File: src/rtl/traffic_pkg.sv
// traffic_pkg: shared state encoding, BCD constants and integer-to-BCD helper
package traffic_pkg;
    localparam logic [1:0] ST_GREEN  = 2'd0;
    localparam logic [1:0] ST_YELLOW = 2'd1;
    localparam logic [1:0] ST_ALLRED = 2'd2;
    localparam logic [3:0] BCD_MAX_DIGIT = 4'd9;
    localparam logic [7:0] BCD_ZERO = 8'h00;
    localparam logic [7:0] BCD_ONE  = 8'h01;
    function automatic logic [7:0] to_bcd(input int v);
        return {4'(v / 10), 4'(v % 10)};
    endfunction
endpackage

File: src/rtl/bcd_down_counter2.sv
// bcd_down_counter2: two-digit BCD down counter with load, decrement and is-one flag
module bcd_down_counter2
    import traffic_pkg::*;
#(
    parameter logic [7:0] RST_VAL = 8'h00
) (
    input  logic       clk_i,
    input  logic       rst_i,
    input  logic       load_i,
    input  logic [7:0] load_val_i,
    input  logic       dec_i,
    output logic [7:0] cnt_o,
    output logic       is_one_o
);
    logic [7:0] cnt_q, cnt_d;
    // load wins over decrement; units borrow from tens at zero, and 00 holds
    always_comb begin
        cnt_d = load_i ? load_val_i :
                (!dec_i || cnt_q == BCD_ZERO) ? cnt_q :
                (cnt_q[3:0] == 4'd0) ? {cnt_q[7:4] - 4'd1, BCD_MAX_DIGIT} :
                {cnt_q[7:4], cnt_q[3:0] - 4'd1};
    end
    // count register
    always_ff @(posedge clk_i) begin
        if (rst_i) cnt_q <= RST_VAL;
        else cnt_q <= cnt_d;
    end
    assign cnt_o    = cnt_q;
    assign is_one_o = cnt_q == BCD_ONE;
endmodule

File: src/rtl/traffic_phase_controller.sv
// traffic_phase_controller: round-robin N-way green/yellow/all-red sequencer with BCD countdown
module traffic_phase_controller
    import traffic_pkg::*;
#(
    parameter int NUM_DIR       = 4,
    parameter int GREEN_TIME    = 30,
    parameter int YELLOW_TIME   = 3,
    parameter int ALLRED_TIME   = 1,
    parameter int MIN_GREEN     = 5,
    parameter int TICKS_PER_SEC = 50000000
) (
    input  logic               CLK,
    input  logic               R,
    input  logic [NUM_DIR-1:0] Traffic,
    input  logic               Man,
    input  logic [2:0]         Man_Sel,
    output logic [NUM_DIR-1:0] Green,
    output logic [NUM_DIR-1:0] Yellow,
    output logic [2:0]         Phase,
    output logic [3:0]         Time_H,
    output logic [3:0]         Time_L
);
    localparam int PW = TICKS_PER_SEC > 1 ? $clog2(TICKS_PER_SEC) : 1;
    localparam logic [PW-1:0] PRESC_MAX = PW'(TICKS_PER_SEC - 1);
    localparam logic [7:0] GREEN_BCD  = to_bcd(GREEN_TIME);
    localparam logic [7:0] YELLOW_BCD = to_bcd(YELLOW_TIME);
    localparam logic [7:0] ALLRED_BCD = to_bcd(ALLRED_TIME);
    localparam logic [7:0] SKIP_BCD   = to_bcd(GREEN_TIME - MIN_GREEN);

    logic [PW-1:0]      presc_q, presc_d;
    logic               tick;
    logic [1:0]         state_q, state_d;
    logic [2:0]         phase_q, phase_d;
    logic [2:0]         tgt_q, tgt_d;
    logic               tgt_vld_q, tgt_vld_d;
    logic [7:0]         cnt;
    logic               cnt_one;
    logic               load;
    logic [7:0]         load_val;
    logic               dec;
    logic [2:0]         rr_nxt;
    logic [2:0]         nxt;
    logic [NUM_DIR-1:0] onehot;
    logic               in_green;
    logic               sel_ok;
    logic               man_hold;
    logic               man_go;
    logic               skip;

    assign tick     = presc_q == PRESC_MAX;
    assign presc_d  = tick ? '0 : presc_q + PW'(1);
    assign onehot   = NUM_DIR'(1) << phase_q;
    assign in_green = state_q == ST_GREEN;
    assign sel_ok   = int'(Man_Sel) < NUM_DIR;
    assign man_hold = Man & in_green & (!sel_ok | Man_Sel == phase_q);
    assign man_go   = Man & in_green & sel_ok & Man_Sel != phase_q;
    assign skip     = ~|(Traffic & onehot) & |(Traffic & ~onehot) & (cnt <= SKIP_BCD);
    assign nxt      = (Man & sel_ok) ? Man_Sel : (Man & tgt_vld_q) ? tgt_q : rr_nxt;

    bcd_down_counter2 #(.RST_VAL(GREEN_BCD)) u_timer (
        .clk_i      (CLK),
        .rst_i      (R),
        .load_i     (load),
        .load_val_i (load_val),
        .dec_i      (dec),
        .cnt_o      (cnt),
        .is_one_o   (cnt_one)
    );

    // nearest demanding approach after the current one, scanning far-to-near so the closest wins
    always_comb begin
        rr_nxt = phase_q == 3'(NUM_DIR - 1) ? 3'd0 : phase_q + 3'd1;
        for (int k = NUM_DIR - 1; k >= 1; k--)
            if (|(Traffic & (NUM_DIR'(1) << ((int'(phase_q) + k) % NUM_DIR))))
                rr_nxt = 3'((int'(phase_q) + k) % NUM_DIR);
    end

    // state, phase, manual target and prescaler registers
    always_ff @(posedge CLK) begin
        if (R) begin
            presc_q   <= '0;
            state_q   <= ST_GREEN;
            phase_q   <= 3'd0;
            tgt_q     <= 3'd0;
            tgt_vld_q <= 1'b0;
        end else begin
            presc_q   <= presc_d;
            state_q   <= state_d;
            phase_q   <= phase_d;
            tgt_q     <= tgt_d;
            tgt_vld_q <= tgt_vld_d;
        end
    end

    // next state and timer control; manual hold freezes green, otherwise expiry, manual cut or demand skip end it
    always_comb begin
        state_d   = state_q;
        phase_d   = phase_q;
        tgt_d     = tgt_q;
        tgt_vld_d = tgt_vld_q & Man;
        load      = 1'b0;
        load_val  = GREEN_BCD;
        dec       = 1'b0;
        if (tick) begin
            case (state_q)
                ST_GREEN: begin
                    if (!man_hold) begin
                        if (cnt_one || man_go || skip) begin
                            state_d  = ST_YELLOW;
                            load     = 1'b1;
                            load_val = YELLOW_BCD;
                            if (man_go) begin
                                tgt_d     = Man_Sel;
                                tgt_vld_d = 1'b1;
                            end
                        end else begin
                            dec = 1'b1;
                        end
                    end
                end
                ST_YELLOW: begin
                    state_d  = cnt_one ? ST_ALLRED : ST_YELLOW;
                    load     = cnt_one;
                    load_val = ALLRED_BCD;
                    dec      = !cnt_one;
                end
                ST_ALLRED: begin
                    if (cnt_one) begin
                        state_d   = ST_GREEN;
                        phase_d   = nxt;
                        tgt_vld_d = 1'b0;
                        load      = 1'b1;
                        load_val  = GREEN_BCD;
                    end else begin
                        dec = 1'b1;
                    end
                end
                default: begin
                    state_d  = ST_GREEN;
                    load     = 1'b1;
                    load_val = GREEN_BCD;
                end
            endcase
        end
    end

    // lamp and display outputs decoded from registered state
    always_comb begin
        Green  = in_green ? onehot : '0;
        Yellow = state_q == ST_YELLOW ? onehot : '0;
        Phase  = phase_q;
        {Time_H, Time_L} = cnt;
    end
endmodule

File: config.mk
export PLATFORM = sky130hd
export DESIGN_NAME = traffic_phase_controller
export DESIGN_NICKNAME = d
export VERILOG_FILES = /design/src/rtl/traffic_pkg.sv /design/src/rtl/bcd_down_counter2.sv /design/src/rtl/traffic_phase_controller.sv
export SDC_FILE = /design/constraint.sdc
export NUM_CORES = 1
export LEC_CHECK = 0
export CORE_MARGIN = 4
export CORE_UTILIZATION = 51
export CTS_CLUSTER_DIAMETER = 40
export DETAILED_ROUTE_END_ITERATION = 8
export PLACE_DENSITY = 0.76
export SYNTH_ARGS = -nofsm -noshare
export SYNTH_HDL_FRONTEND = slang
export SYNTH_SLANG_ARGS = --single-unit
File: constraint.sdc
create_clock -name CLK -period 2.5 [get_ports CLK]
set_input_delay 0.25 -clock CLK [delete_from_list [all_inputs] [get_ports CLK]]
set_output_delay 0.25 -clock CLK [all_outputs]
set_load 0.01 [all_outputs]
==> results of run 1 <==
-- report_power, final --
| group | total (uW) | switching [uW] | internal [uW] |
|---|---|---|---|
| sequential | 693 | 4.52 | 688 |
| combinational | 81.6 | 44.2 | 37.4 |
| clock | 543 | 246 | 298 |
| total | 1320 | 294 | 1020 |
-- cell usage after synthesis (2+ instances only) --
cell type	n	share of area
xnor2_1	9	0.030
clkbuf_1	6	0.0086
dfxtp_1	43	0.33
or4_1	3	0.0086
nor2_1	48	0.069
xor2_1	18	0.060
nor4b_1	2	0.0067
a22oi_1	6	0.017
nor4_1	4	0.0095
nor3_1	10	0.019
nand3b_1	4	0.011
nor4b_2	2	0.011
o31ai_1	2	0.0057
o41ai_1	3	0.010
or3_1	5	0.012
a21oi_1	12	0.023
a221oi_1	2	0.0067
a31oi_1	2	0.0048
and2_1	14	0.033
nand2b_1	2	0.0048
ha_1	13	0.062
o311ai_0	2	0.0067
nand3_1	10	0.019
o21ai_0	10	0.019
and3_1	5	0.012
nand4_1	10	0.024
and4_1	2	0.0067
buf_2	2	0.0038
nand2_1	23	0.033
nor3b_1	2	0.0057
a2111o_1	2	0.0086
a211o_1	2	0.0067
mux2_2	3	0.013
mux2i_1	4	0.015
inv_1	14	0.020
nor2b_1	3	0.0072
-- what timing repair did --
item | 4_1_cts | 5_1_grt
setup endpoints to repair | 0 | 13
resized for setup | 0 | 9
buffers inserted | 0 | 3
-- area by class of cell --
| class | count | share of cell area |
|---|---|---|
| Tap cell | 67 | 0.02538 |
| Inverter | 14 | 0.01591 |
| Timing Repair Buffer | 54 | 0.1439 |
| Clock buffer | 5 | 0.02083 |
| Sequential cell | 43 | 0.2610 |
| Clock inverter | 3 | 0.01326 |
| Multi-Input combinational cell | 256 | 0.5197 |
-- cells by family (layout without fill, tap and decap cells) --
| group | count (synthesis) | in the layout | share of synthesized area |
|---|---|---|---|
| AND/OR/NAND/NOR | 156 | 156 | 0.3174 |
| AO/OA/AOI/OAI | 53 | 53 | 0.1420 |
| flip-flops | 43 | 43 | 0.3279 |
| XOR/XNOR | 27 | 27 | 0.09009 |
| buffers and inverters | 22 | 76 | 0.03241 |
| adder cells (fa/ha/maj) | 13 | 13 | 0.06197 |
| multiplexers | 7 | 7 | 0.02812 |
-- cell usage in the layout, fill, tap and decap left out, types with 3 or more instances in the layout --
cell type	count
a21oi_1	12
a22oi_1	6
and2_1	14
and3_1	5
buf_4	26
clkbuf_8	5
clkdlybuf4s50_1	28
dfxtp_1	42
ha_1	12
inv_1	14
mux2_2	3
mux2i_1	4
nand2_1	23
nand3_1	10
nand3b_1	4
nand4_1	10
nor2_1	48
nor2b_1	3
nor3_1	10
nor4_1	3
o21ai_0	9
o41ai_1	3
or3_1	5
xnor2_1	9
xor2_1	18
-- critical path, delay by kind of cell, from the launching register on --
| family | cells | cell delay [ns] |
|---|---|---|
| AOI/OAI and AO/OA | 5 | 1.01 |
| muxes | 1 | 0.26 |
| adders and majority gates | 1 | 0.28 |
| DFF | 1 | 0.45 |
| buffers and inverters | 2 | 0.32 |
-- path summary, 6_finish.rpt --
path | from | slack [ns] | depth (start not counted) | endpoint
max reg2reg | Phase[0]$_SDFFE_PP0P_ | 0.09 | 9 | Phase[1]$_SDFFE_PP0P_
min reg2reg | presc_q[0]$_SDFF_PP0_ | 0.48 | 1 | presc_q[0]$_SDFF_PP0_
min | presc_q[0]$_SDFF_PP0_ | 0.48 | 1 | presc_q[0]$_SDFF_PP0_
max | Phase[0]$_SDFFE_PP0P_ | 0.09 | 9 | Phase[1]$_SDFFE_PP0P_
-- flip-flops by register name, summed over array words and instances (netlist names) --
name and count:
tgt_vld_q 1, presc_q 26, tgt_q 3, u_timer.cnt_o 8, Phase 3, state_q 2
-- per-stage QoR --
stage / worst slack, ns / TNS (ns) / hold slack, ns
2_1_floorplan: 0.04391 / 0 / 0.3690
3_3_place_gp: 0.07466 / 0 / 0.4449
3_5_place_dp: 0.03619 / 0 / 0.4637
4_1_cts: 0.0003830 / 0 / 0.4787
5_1_grt: -0.01283 / -0.01283 / 0.5144
6_report: 0.09010 / 0 / 0.4804
-- routing by layer --
layer,part of all wire,track usage,up-vias,routed length [um]
met5,0,0,-,0
met4,0.013,0.07095,0,82
met3,0.042,0.03499,10,264
met2,0.50,0.3740,65,3121
met1,0.45,0.2455,1158,2815
li1,-,-,1250,-
==> results.py, run 1 <==
metrics = {
    "finish": {
        "area_growth_pct": 25.83,
        "final_cells": 442,
        "diodes": 0,
        "regArea_um2": 862.1,
        "final_area_um2": 3303,
        "num-fill-cells": 417,
        "nNetsFinal": 397,
        "final_util": 0.6813,
        "drive_above_1_share": 0.1307,
        "multiInputGateArea_um2": 1717,
    },
    "grt": {
        "grt_max_degree": 25,
        "grt_pass1_wl_mm": 10.65,
        "antenna_found_initial": 0,
        "grt_remaining_overflow": 0,
        "grt_pass1_vias": 2409,
        "track_usage": 0.2069,
    },
    "sta": {
        "min_period_ns": 2.410,
        "maxSlewViolCount": 0,
        "timing.fmax_ghz": 0.4150,
        "setup_viol": 0,
        "hold_violations": 0,
        "skew_ns": 0.01286,
        "period_share": 0.9640,
        "relSlewSlack": 0.5095,
        "tightest_slew_ns": 0.7265,
    },
    "critical_path": {
        "crit_slowest_cell": "dfxtp_1",
        "critPathMaxFanout": 6,
        "worstPathRequired_ns": 2.70,
        "cp_cell_sequence": "inv_1 > ha_1 > a222oi_1 > buf_4 > a21oi_1 > mux2_2 > a221oi_1 > a211o_1 > a21oi_1",
        "worstPathArrival_ns": 2.61,
        "worstSetupStartpointType": "flop",
        "critPathKind": "flop to flop",
        "endpoint_kind": "flop",
        "cp_slowest_stage_delay_ns": 0.45,
        "worst_path_most_repeated_cell": "a21oi_1",
    },
    "placement": {
        "routabilityCongestion": 0.8322,
        "hpwlAfterDp_mm": 4.721,
        "dpl_cell_area_um2": 3129,
        "io_buffers": 28,
        "dpl.cell_count": 431,
    },
    "min_path": {
        "hold_class": "flop to flop",
    },
    "route": {
        "wl_per_cell_um": 14.22,
        "viasPerCell": 5.618,
        "drt_wl_total_mm": 6.284,
        "drc_errors": 0,
        "first_pass_iters": 4,
        "vias": 2483,
        "ant_nets": 0,
        "drt_iter0_markers": 161,
    },
    "die": {
        "fp-row-count": 25,
        "die_w_um": 79.75,
        "pin_count": 29,
        "die_area_um2": 6359,
        "core_um2": 4848,
        "start_util": 0.5414,
        "die_height_um": 79.75,
    },
    "clock_tree": {
        "insertion_delay_ns": 0.30,
        "clock_path_buffers": 2,
        "cts_inserted_buffers": 5,
        "cts_max_level": 2,
        "postCtsHoldBufs": 0,
        "clk_pin_slew_ns": 0.09,
        "cts-root-buf": "clkbuf_8",
        "cts_tree": "yes",
        "clock-sinks": 43,
    },
    "status": {
        "status": "completed",
    },
    "yosys": {
        "syn_nets": 344,
        "synth_seq_cells": 43,
        "ys_warn_count": 0,
        "async_reset_ff_frac": 0,
        "synth.distinct_cells": 53,
        "syn_area_um2": 2625,
        "syn_inst": 321,
        "synth_edf_count": 0,
        "synth_ff_type": "dfxtp_1",
        "synth-seq-area-share": 0.3279,
        "syn_area_per_cell_um2": 8.178,
    },
    "flow_run": {
        "cap_viol_max_count": 0,
    },
    "power": {
        "fin_total_pwr_uw": 1318,
        "peakVddDrop_uv": 368.5,
        "p_per_area_nw_per_um2": 398.9,
        "leakagePower_uw": 0.001238,
    },
}
Note: power is estimated with default switching activity, not from simulation.
==> inputs of run 2 (changes only) <==
--- a/config.mk
+++ b/config.mk
@@ -5,6 +5,7 @@
 export SDC_FILE = /design/constraint.sdc
 export NUM_CORES = 1
 export LEC_CHECK = 0
+export ABC_AREA = 0
 export CORE_MARGIN = 4
 export CORE_UTILIZATION = 51
 export CTS_CLUSTER_DIAMETER = 40
==> results of run 2 <==
The final DEF is identical to that of run 1; final timing and power are the same.
==> inputs of run 3 (changes only) <==
--- a/config.mk
+++ b/config.mk
@@ -11,6 +11,7 @@
 export CTS_CLUSTER_DIAMETER = 40
 export DETAILED_ROUTE_END_ITERATION = 8
 export PLACE_DENSITY = 0.76
+export SLEW_MARGIN = 30
 export SYNTH_ARGS = -nofsm -noshare
 export SYNTH_HDL_FRONTEND = slang
 export SYNTH_SLANG_ARGS = --single-unit
==> results of run 3 <==
The final DEF is identical to that of run 1; final timing and power are the same.
